`config.mk`:
```
export PLATFORM = sky130hd
export DESIGN_NAME = event_scheduler
export DESIGN_NICKNAME = d
export VERILOG_FILES = /design/src/rtl/event_scheduler.sv
export SDC_FILE = /design/constraint.sdc
export NUM_CORES = 1
export LEC_CHECK = 0
export BUFFER_PORTS_ARGS = -buffer_cell sky130_fd_sc_hd__clkbuf_2
export CELL_PAD_IN_SITES_DETAIL_PLACEMENT = 1
export CELL_PAD_IN_SITES_GLOBAL_PLACEMENT = 1
export CORE_MARGIN = 2
export CORE_UTILIZATION = 40
export DETAILED_ROUTE_END_ITERATION = 8
export PLACE_DENSITY_LB_ADDON = 0.1
export SETUP_SLACK_MARGIN = 0.2
export SYNTH_ARGS = -nofsm -noshare
export SYNTH_HDL_FRONTEND = slang
export SYNTH_SLANG_ARGS = --single-unit
```
`constraint.sdc`:
```
create_clock -name clk -period 7.8 [get_ports clk]
set_clock_uncertainty 0.2 [all_clocks]
set_input_delay 0.39 -clock clk [delete_from_list [all_inputs] [get_ports clk]]
set_output_delay 0.39 -clock clk [all_outputs]
set_load 0.1 [all_outputs]
```
`src/rtl/event_scheduler.sv`:
```
// event_scheduler: latches per-source event strobes as pending entries
// (saturating count + first-occurrence timestamp) and serialises them,
// round-robin, into 256-bit messages on one AXI-Stream master port.
//
// Ports:
//   clk              system clock, rising edge
//   reset            asynchronous active-high reset, clears all state
//   event_strobe     one bit per source, high one cycle per occurrence
//   event_enable     one bit per source, low drops and ignores the source
//   AXIS_OUT_TDATA   event message
//   AXIS_OUT_TVALID  message valid
//   AXIS_OUT_TREADY  downstream ready
//   events_pending   registered per-source pending flags
//
// Message layout:
//   [7:0]     source index + 1
//   [15:8]    occurrence count (saturating at 255)
//   [31:16]   sequence number at load
//   [63:32]   timestamp of the first occurrence
//   [247:64]  zero
//   [255:248] 8'h01

module event_scheduler #(
    parameter int DATA_WIDTH = 256,
    parameter int NUM_EVENTS = 4
) (
    input  logic                  clk,
    input  logic                  reset,
    input  logic [NUM_EVENTS-1:0] event_strobe,
    input  logic [NUM_EVENTS-1:0] event_enable,
    output logic [DATA_WIDTH-1:0] AXIS_OUT_TDATA,
    output logic                  AXIS_OUT_TVALID,
    input  logic                  AXIS_OUT_TREADY,
    output logic [NUM_EVENTS-1:0] events_pending
);

    localparam int IW = (NUM_EVENTS > 1) ? $clog2(NUM_EVENTS) : 1;

    typedef enum logic {
        S_IDLE = 1'b0,
        S_SEND = 1'b1
    } state_t;

    state_t state;
    state_t state_nxt;

    logic [31:0]           ts;
    logic [15:0]           seq;
    logic [15:0]           seq_nxt;

    logic [NUM_EVENTS-1:0] pending;
    logic [NUM_EVENTS-1:0] eligible;
    logic [NUM_EVENTS-1:0] taken;
    logic [7:0]            count [NUM_EVENTS];
    logic [31:0]           stamp [NUM_EVENTS];

    logic [IW-1:0]         last_grant;
    logic [IW-1:0]         grant;
    logic [IW-1:0]         rr_sel;
    int                    rr_idx;
    logic                  grant_vld;

    logic                  handshake;
    logic                  load;

    logic [DATA_WIDTH-1:0] tdata_q;
    logic [DATA_WIDTH-1:0] msg;

    // A source whose enable is low this cycle is never granted, so a
    // disable racing with a load cannot emit a stale entry.
    assign eligible  = pending & event_enable;
    assign handshake = (state == S_SEND) && AXIS_OUT_TREADY;
    assign load      = grant_vld && ((state == S_IDLE) || handshake);

    // The sequence number advances on the same edge a back-to-back
    // message is loaded, so that message carries the advanced value.
    assign seq_nxt = handshake ? seq + 16'd1 : seq;

    // Round-robin search starting just after the last granted source.
    always_comb begin
        grant_vld = 1'b0;
        grant     = '0;
        rr_idx    = 0;
        rr_sel    = '0;
        for (int k = 0; k < NUM_EVENTS; k++) begin
            rr_idx = int'(last_grant) + 1 + k;
            if (rr_idx >= NUM_EVENTS) begin
                rr_idx = rr_idx - NUM_EVENTS;
            end
            rr_sel = IW'(rr_idx);
            if (!grant_vld && eligible[rr_sel]) begin
                grant_vld = 1'b1;
                grant     = rr_sel;
            end
        end
    end

    always_comb begin
        taken = '0;
        if (load) begin
            taken[grant] = 1'b1;
        end
    end

    always_comb begin
        msg                      = '0;
        msg[7:0]                 = 8'(grant) + 8'd1;
        msg[15:8]                = count[grant];
        msg[31:16]               = seq_nxt;
        msg[63:32]               = stamp[grant];
        msg[DATA_WIDTH-1 -: 8]   = 8'h01;
    end

    // FSM: state register
    always_ff @(posedge clk or posedge reset) begin
        if (reset) begin
            state <= S_IDLE;
        end else begin
            state <= state_nxt;
        end
    end

    // FSM: next-state logic
    always_comb begin
        state_nxt = state;
        unique case (state)
            S_IDLE: begin
                if (grant_vld) begin
                    state_nxt = S_SEND;
                end
            end
            S_SEND: begin
                if (handshake && !grant_vld) begin
                    state_nxt = S_IDLE;
                end
            end
        endcase
    end

    // FSM: outputs
    always_comb begin
        AXIS_OUT_TVALID = (state == S_SEND);
        AXIS_OUT_TDATA  = tdata_q;
        events_pending  = pending;
    end

    always_ff @(posedge clk or posedge reset) begin
        if (reset) begin
            ts <= '0;
        end else begin
            ts <= ts + 32'd1;
        end
    end

    always_ff @(posedge clk or posedge reset) begin
        if (reset) begin
            seq <= '0;
        end else begin
            seq <= seq_nxt;
        end
    end

    always_ff @(posedge clk or posedge reset) begin
        if (reset) begin
            last_grant <= IW'(NUM_EVENTS - 1);
            tdata_q    <= '0;
        end else if (load) begin
            last_grant <= grant;
            tdata_q    <= msg;
        end
    end

    // Per-source pending state. A strobe on the source being loaded this
    // edge starts a fresh entry; the outgoing message keeps the old count.
    always_ff @(posedge clk or posedge reset) begin
        if (reset) begin
            pending <= '0;
            for (int i = 0; i < NUM_EVENTS; i++) begin
                count[i] <= '0;
                stamp[i] <= '0;
            end
        end else begin
            for (int i = 0; i < NUM_EVENTS; i++) begin
                if (!event_enable[i]) begin
                    pending[i] <= 1'b0;
                end else if (event_strobe[i]) begin
                    if (!pending[i] || taken[i]) begin
                        pending[i] <= 1'b1;
                        count[i]   <= 8'd1;
                        stamp[i]   <= ts;
                    end else if (count[i] != 8'hFF) begin
                        count[i] <= count[i] + 8'd1;
                    end
                end else if (taken[i]) begin
                    pending[i] <= 1'b0;
                end
            end
        end
    end

endmodule

```
Yosys cells after proc, flatten, opt, wreduce, memory -nomap -nowiden --
Index checks and enable logic that the tools add are counted.
Cells by class: add/subtract/negate cells 15, magnitude comparators 11, equality and inequality tests 12, mux-type cells 57, bitwise operators 3, reductions and logical operators 36
Operators with widths (number):
- 8-bit 2-to-1 mux | 10
- 32-bit binary-select mux with 2-bit select | 1
- 32-bit 2-to-1 mux | 2
- 32-bit by 1-bit adder with 32-bit output (second input constant) | 1
- 8-bit by 1-bit adder with 8-bit output (second input constant) | 4
- 8-bit != test (second input constant) | 4
- 1-bit 2-to-1 mux | 27
- 3-bit by 2-bit != test with 1-bit output (second input constant) | 8
- 3-bit AND reduction | 8
- 16-bit by 1-bit adder with 16-bit output (second input constant) | 1
- 8-bit binary-select mux with 2-bit select | 1
- 16-bit 2-to-1 mux | 1
- 2-bit 2-to-1 mux | 8
- 2-bit by 3-bit < comparator with 1-bit output (second input constant) | 5
- 4-bit by 3-bit >= comparator with 1-bit output (second input constant) | 3
- 3-bit by 2-bit adder with 4-bit output (second input constant) | 2
- 1-bit binary-select mux with 2-bit select | 4
- 1-bit logical NOT | 8
- 2-bit AND reduction | 4
- 2-bit nonzero test | 4
- 2-bit by 1-bit subtractor with 2-bit output (second input constant) | 4
- 1-bit logical AND | 7
- 2-bit by 1-bit adder with 3-bit output (second input constant) | 2
- 3-bit >= comparator (second input constant) | 2
- 9 further kinds | 13
Word-level totals: register bits after elaboration 280, output and inout port bits 261, logic and storage cells 151

Longest topological paths before layout --
depth in word-level cells 24, gate-level depth with buffers 9, depth with buffers taken out 6

Worst setup path after synthesis --
No wires, ideal clock.
kind register -> register, start register pending[2], in the netlist events_pending[2], end register stamp[10] (netlist bit), library setup time 0.125 ns, data arrival time 2.641 ns, setup slack 4.834 ns, cell stages (with the launch flop) 9, cell sequence dfrtp_1 > buf_2 > a22o_1 > o31ai_4 > nor3_2 > a21o_1 > buf_2 > buf_2 > mux2_2
Between the ends: cells in the longest elaborated chain, start to end 20, elaborated cells on any way between the ends 32, classes of those cells order compare (2); mux (19); bitwise (1); reduce/logical (10)
RTL lines:
- start: declaration | RTL line 51 | logic [NUM_EVENTS-1:0] pending;
- start signal: assignment | RTL line 177 | pending <= '0;
- start signal: indexed assignment | RTL line 185 | pending[i] <= 1'b0;
- start signal: indexed assignment | RTL line 188 | pending[i] <= 1'b1;
- 4-bit bitwise AND (*) | RTL line 71 | assign eligible = pending & event_enable;
- 1-bit binary-select mux with 2-bit select | RTL line 91 | if (!grant_vld && eligible[rr_sel]) begin
- 1-bit 2-to-1 mux (implied by the code) | RTL line 91
- 1-bit 2-to-1 mux | RTL line 91
- 1-bit logical NOT | RTL line 91
- 1-bit logical AND | RTL line 91
- 1-bit 2-to-1 mux | RTL line 91
- 1-bit logical NOT | RTL line 91
- [4 not listed]
- 2-bit 2-to-1 mux | RTL line 91
- 2-bit by 3-bit < comparator with 1-bit output (implied by the code) / 2-bit by 1-bit >= comparator with 1-bit output (equally long branches) | RTL line 101 | taken[grant] = 1'b1;
- 1-bit logical AND (implied by the code) | RTL line 101
- 1-bit 2-to-1 mux (implied by the code) | RTL line 101
- 1-bit demux with 2-bit select | RTL line 101
- 4-bit 2-to-1 mux (*) | RTL line 100 | if (load) begin
- 1-bit logical OR (*) | RTL line 187 | if (!pending[i] || taken[i]) begin
- 3-bit AND reduction (no line) (*)
- end signal: indexed assignment | RTL line 190 | stamp[i] <= ts;
- end: declaration | RTL line 55 | logic [31:0] stamp [NUM_EVENTS];
Mark *: on every way between the ends. The rest lies on a longest branch, timed or not. The select of a mux whose other input is x is not followed. A chain may end at the register's enable or synchronous reset.

Worst setup path after layout --
start register pending[3], in the netlist events_pending[3], end register stamp[45] (netlist bit)
The elaborated chain is that of the path after synthesis.

==> metrics.txt <==
net total in the final layout=about 1300; CP max-delay cell=o31ai_4; sequential-to-total area share from yosys stat=about half; most used cell, CP=buf_4; Synth warnings=0; FMAX=258 MHz; # diodes=0; PwrDens=315 mW/mm^2; PortBufs=75; maximum VDD drop=approximately 0.00021 V; Final Hold Viols=0; DR vias=about 8600; Die Wd=approximately 190 um; row count=between 60 and 70; Final Power=4690 uW; Crit Path Max Fanout=39; Tcrit/Tclk final=49.8%; core area=about 0.034 sq mm; root buffer cell=clkbuf_16; Final GP Congestion=0.768; RR Startpoint=events_pending[3]; Chip Height=roughly 190 um; Post-DP HPWL=about 19 mm; largest cells by area after synthesis=dfrtp_1, buf_4, mux2_2; DRC=0; initial core utilization=between 40 and 50%; EDFF count, synth=0; largest net degree at the start of global routing=around 170; sequential fraction of design power=a little over a third; Hold Buf Count CTS=9; clock network power share=~34%; met2 WL=15.0 mm; Synth area leader=dfrtp_1; CP required=~8000 ps; DRT iter0 DRCs=slightly below 400; pre-CTS WS=roughly 3900 ps; Yosys reg bits=about 280; post-route setup slack=about 3900 ps; fillers=roughly 3600; Pleak=between 0.007 and 0.008 uW; Tightest Hold Check Type=in -> reg; Met1 Wirelength=around 15 mm; Mapped Area=between 0.01 and 0.015 sq mm; count of cell types in the netlist=55; sw power=between 1500 and 2000 uW; worst skew pair latency=around 550 ps; CP peak stage delay=between 800 and 900 ps; Max Used Layer=met4; Tmin final=3880 ps; CP startpoint kind=flip-flop; DR WL met3=1.10 mm; Total GRT Usage=about 18%; hold path start=event_enable[0]; crit path cell chain=a22o_1, o31ai_4, buf_4, nor3_2, a41o_2, buf_4, mux2_4; area of the multi-input gates=between 0.005 and 0.006 sq mm; DP Area=about 0.014 sq mm; post-CTS setup buffers=0; DR vias/cell=~5; Net Sw Frac=40.9%; Layout area overhead=9.02%; CTS tree=done; ys flop type=dfrtp_1; initial antenna violation count=0; antenna viol nets, final=0; H-Tree Depth=1; register area=between 0.006 and 0.007 sq mm; first-pass GRT wire length=between 50 and 60 mm; number of global-route vias before repair=around 9000; Setup Crit Path Kind=reg -> reg; DR pass1 iterations=4; WL per Instance=about 18 um; RSZ-0062 raised after global routing=false; clock slew at reported path FFs=approximately 60 ps; most common cell after layout, fill and taps aside=dfrtp_1; Num CTS Buffers=30; Synth Area per Inst=11.5 sq um; Comb power frac=between 30 and 40%; post-synth top area share=between 50% and 60%; critical path endpoint category=flip-flop; Mapped Cells=1190; ys async rst share=100%; Int Pwr=approximately 2800 uW; origin of the worst setup path=events_pending[3]; Critical Path AT=around 4000 ps; final instance area=roughly 0.015 sq mm; status=finished, final reports clean; final wirelength=around 32 mm; cts repair resizes=0; Core Util, Final=between 40% and 50%; max-cap violation count=0; grt ovf=0; most frequent cells in the layout=dfrtp_1, conb_1, mux2_2, nand2_1, clkbuf_2; Clock Tree Buf Depth=3; Slew HR=between 20 and 30%; Top-Level Pins=between 200 and 300; layout cells sized above 1=approximately 23%; Max Slew Vio Count=0; die area=between 0.03 and 0.04 sq mm; Sink Count=around 280; Final TNS setup=0 ps; worst-margin pin slew=about 1100 ps; final setup violating endpoints=0
-- power by group through the flow --
| stage | Sequential, uW | Clock [uW] | Combinational, uW |
|---|---|---|---|
| finish | 1680 | 1570 | 1440 |
| global route | 1700 | 1680 | 1510 |
| CTS | 1680 | 1620 | 1450 |
| detailed placement | 1700 | 0 | 1450 |
| global placement | 1700 | 0 | 1440 |
| floorplan | 2160 | 0 | 833 |
-- state kept, by name, indices dropped and copies added (netlist names) --
name / flops
stamp: 128
count: 32
AXIS_OUT_TDATA: 60
AXIS_OUT_TVALID: 1
seq: 16
events_pending: 4
ts: 32
last_grant: 2
-- final timing paths --
| check | endpoint | slack (ps) | cells past startpoint |
|---|---|---|---|
| max | stamp[45] | 3920 | 7 |
| min | count[24] | 40 | 3 |
| max reg2reg | stamp[45] | 3920 | 7 |
| min reg2reg | AXIS_OUT_TDATA[17] | 280 | 2 |
| max in group asynchronous | AXIS_OUT_TDATA[21] | 5640 | 4 |
| min in group asynchronous | stamp[9] | 360 | 3 |
-- synth_stat cells, types with 6 or more instances --
cell	count
and3_1	14
inv_1	11
buf_2	21
a221oi_1	31
nand4_1	17
and4_1	11
nand2_1	80
and2_1	7
mux2_4	14
nand3_1	25
xor2_1	19
clkbuf_1	33
mux2i_1	50
o22ai_1	32
buf_4	197
xnor2_1	50
a21oi_1	12
a21o_1	8
ha_1	6
o221ai_1	10
dfrtp_1	273
nor2_1	73
mux2_2	123
nor3_1	13
-- worst max-delay path: cells and delay by family (launching register included) --
kind	cells	cell delay [ps]
AO/OA/AOI/OAI	3	1510
multiplexers	1	380
AND/OR/NAND/NOR	1	140
buffers and inverters	2	960
flip-flops	1	540
-- area by class of cell --
type	instances	area share, %
clock buffer	43	6.32
clock inverter	10	1.21
inverter	11	0.302
multi-input combinational	839	38.4
sequential	275	46.2
tap	448	3.76
timing repair buffer	95	3.76
-- logic make-up after synthesis --
family | count (synthesis) | share of synthesized area (%)
adders and majority gates | 6 | 0.549
buffers and inverters | 271 | 13.3
other | 1 | 0.0274
xor gates and xnor gates | 69 | 4.42
DFF | 275 | 50.4
and+or+nand+nor | 249 | 8.57
AOI/OAI and AO/OA | 132 | 7.38
muxes | 187 | 15.3
-- metal layers --
layer | vias to the layer above | track usage (%)
met2 | 188 | 29.0
met3 | 45 | 2.25
met4 | 0 | 3.52
li1 | 3879 | -
met5 | - | 0
met1 | 4456 | 25.1
-- per-stage QoR --
step / instances / hold WS [ps]
2_1_floorplan: 1385 / 232
3_3_place_gp: 1659 / 252
3_5_place_dp: 1659 / 264
4_1_cts: 1721 / 21.5
5_1_grt: 1721 / 30.6
6_report: 1721 / 36.8
No activity file was read; power rests on OpenSTA's default activity.
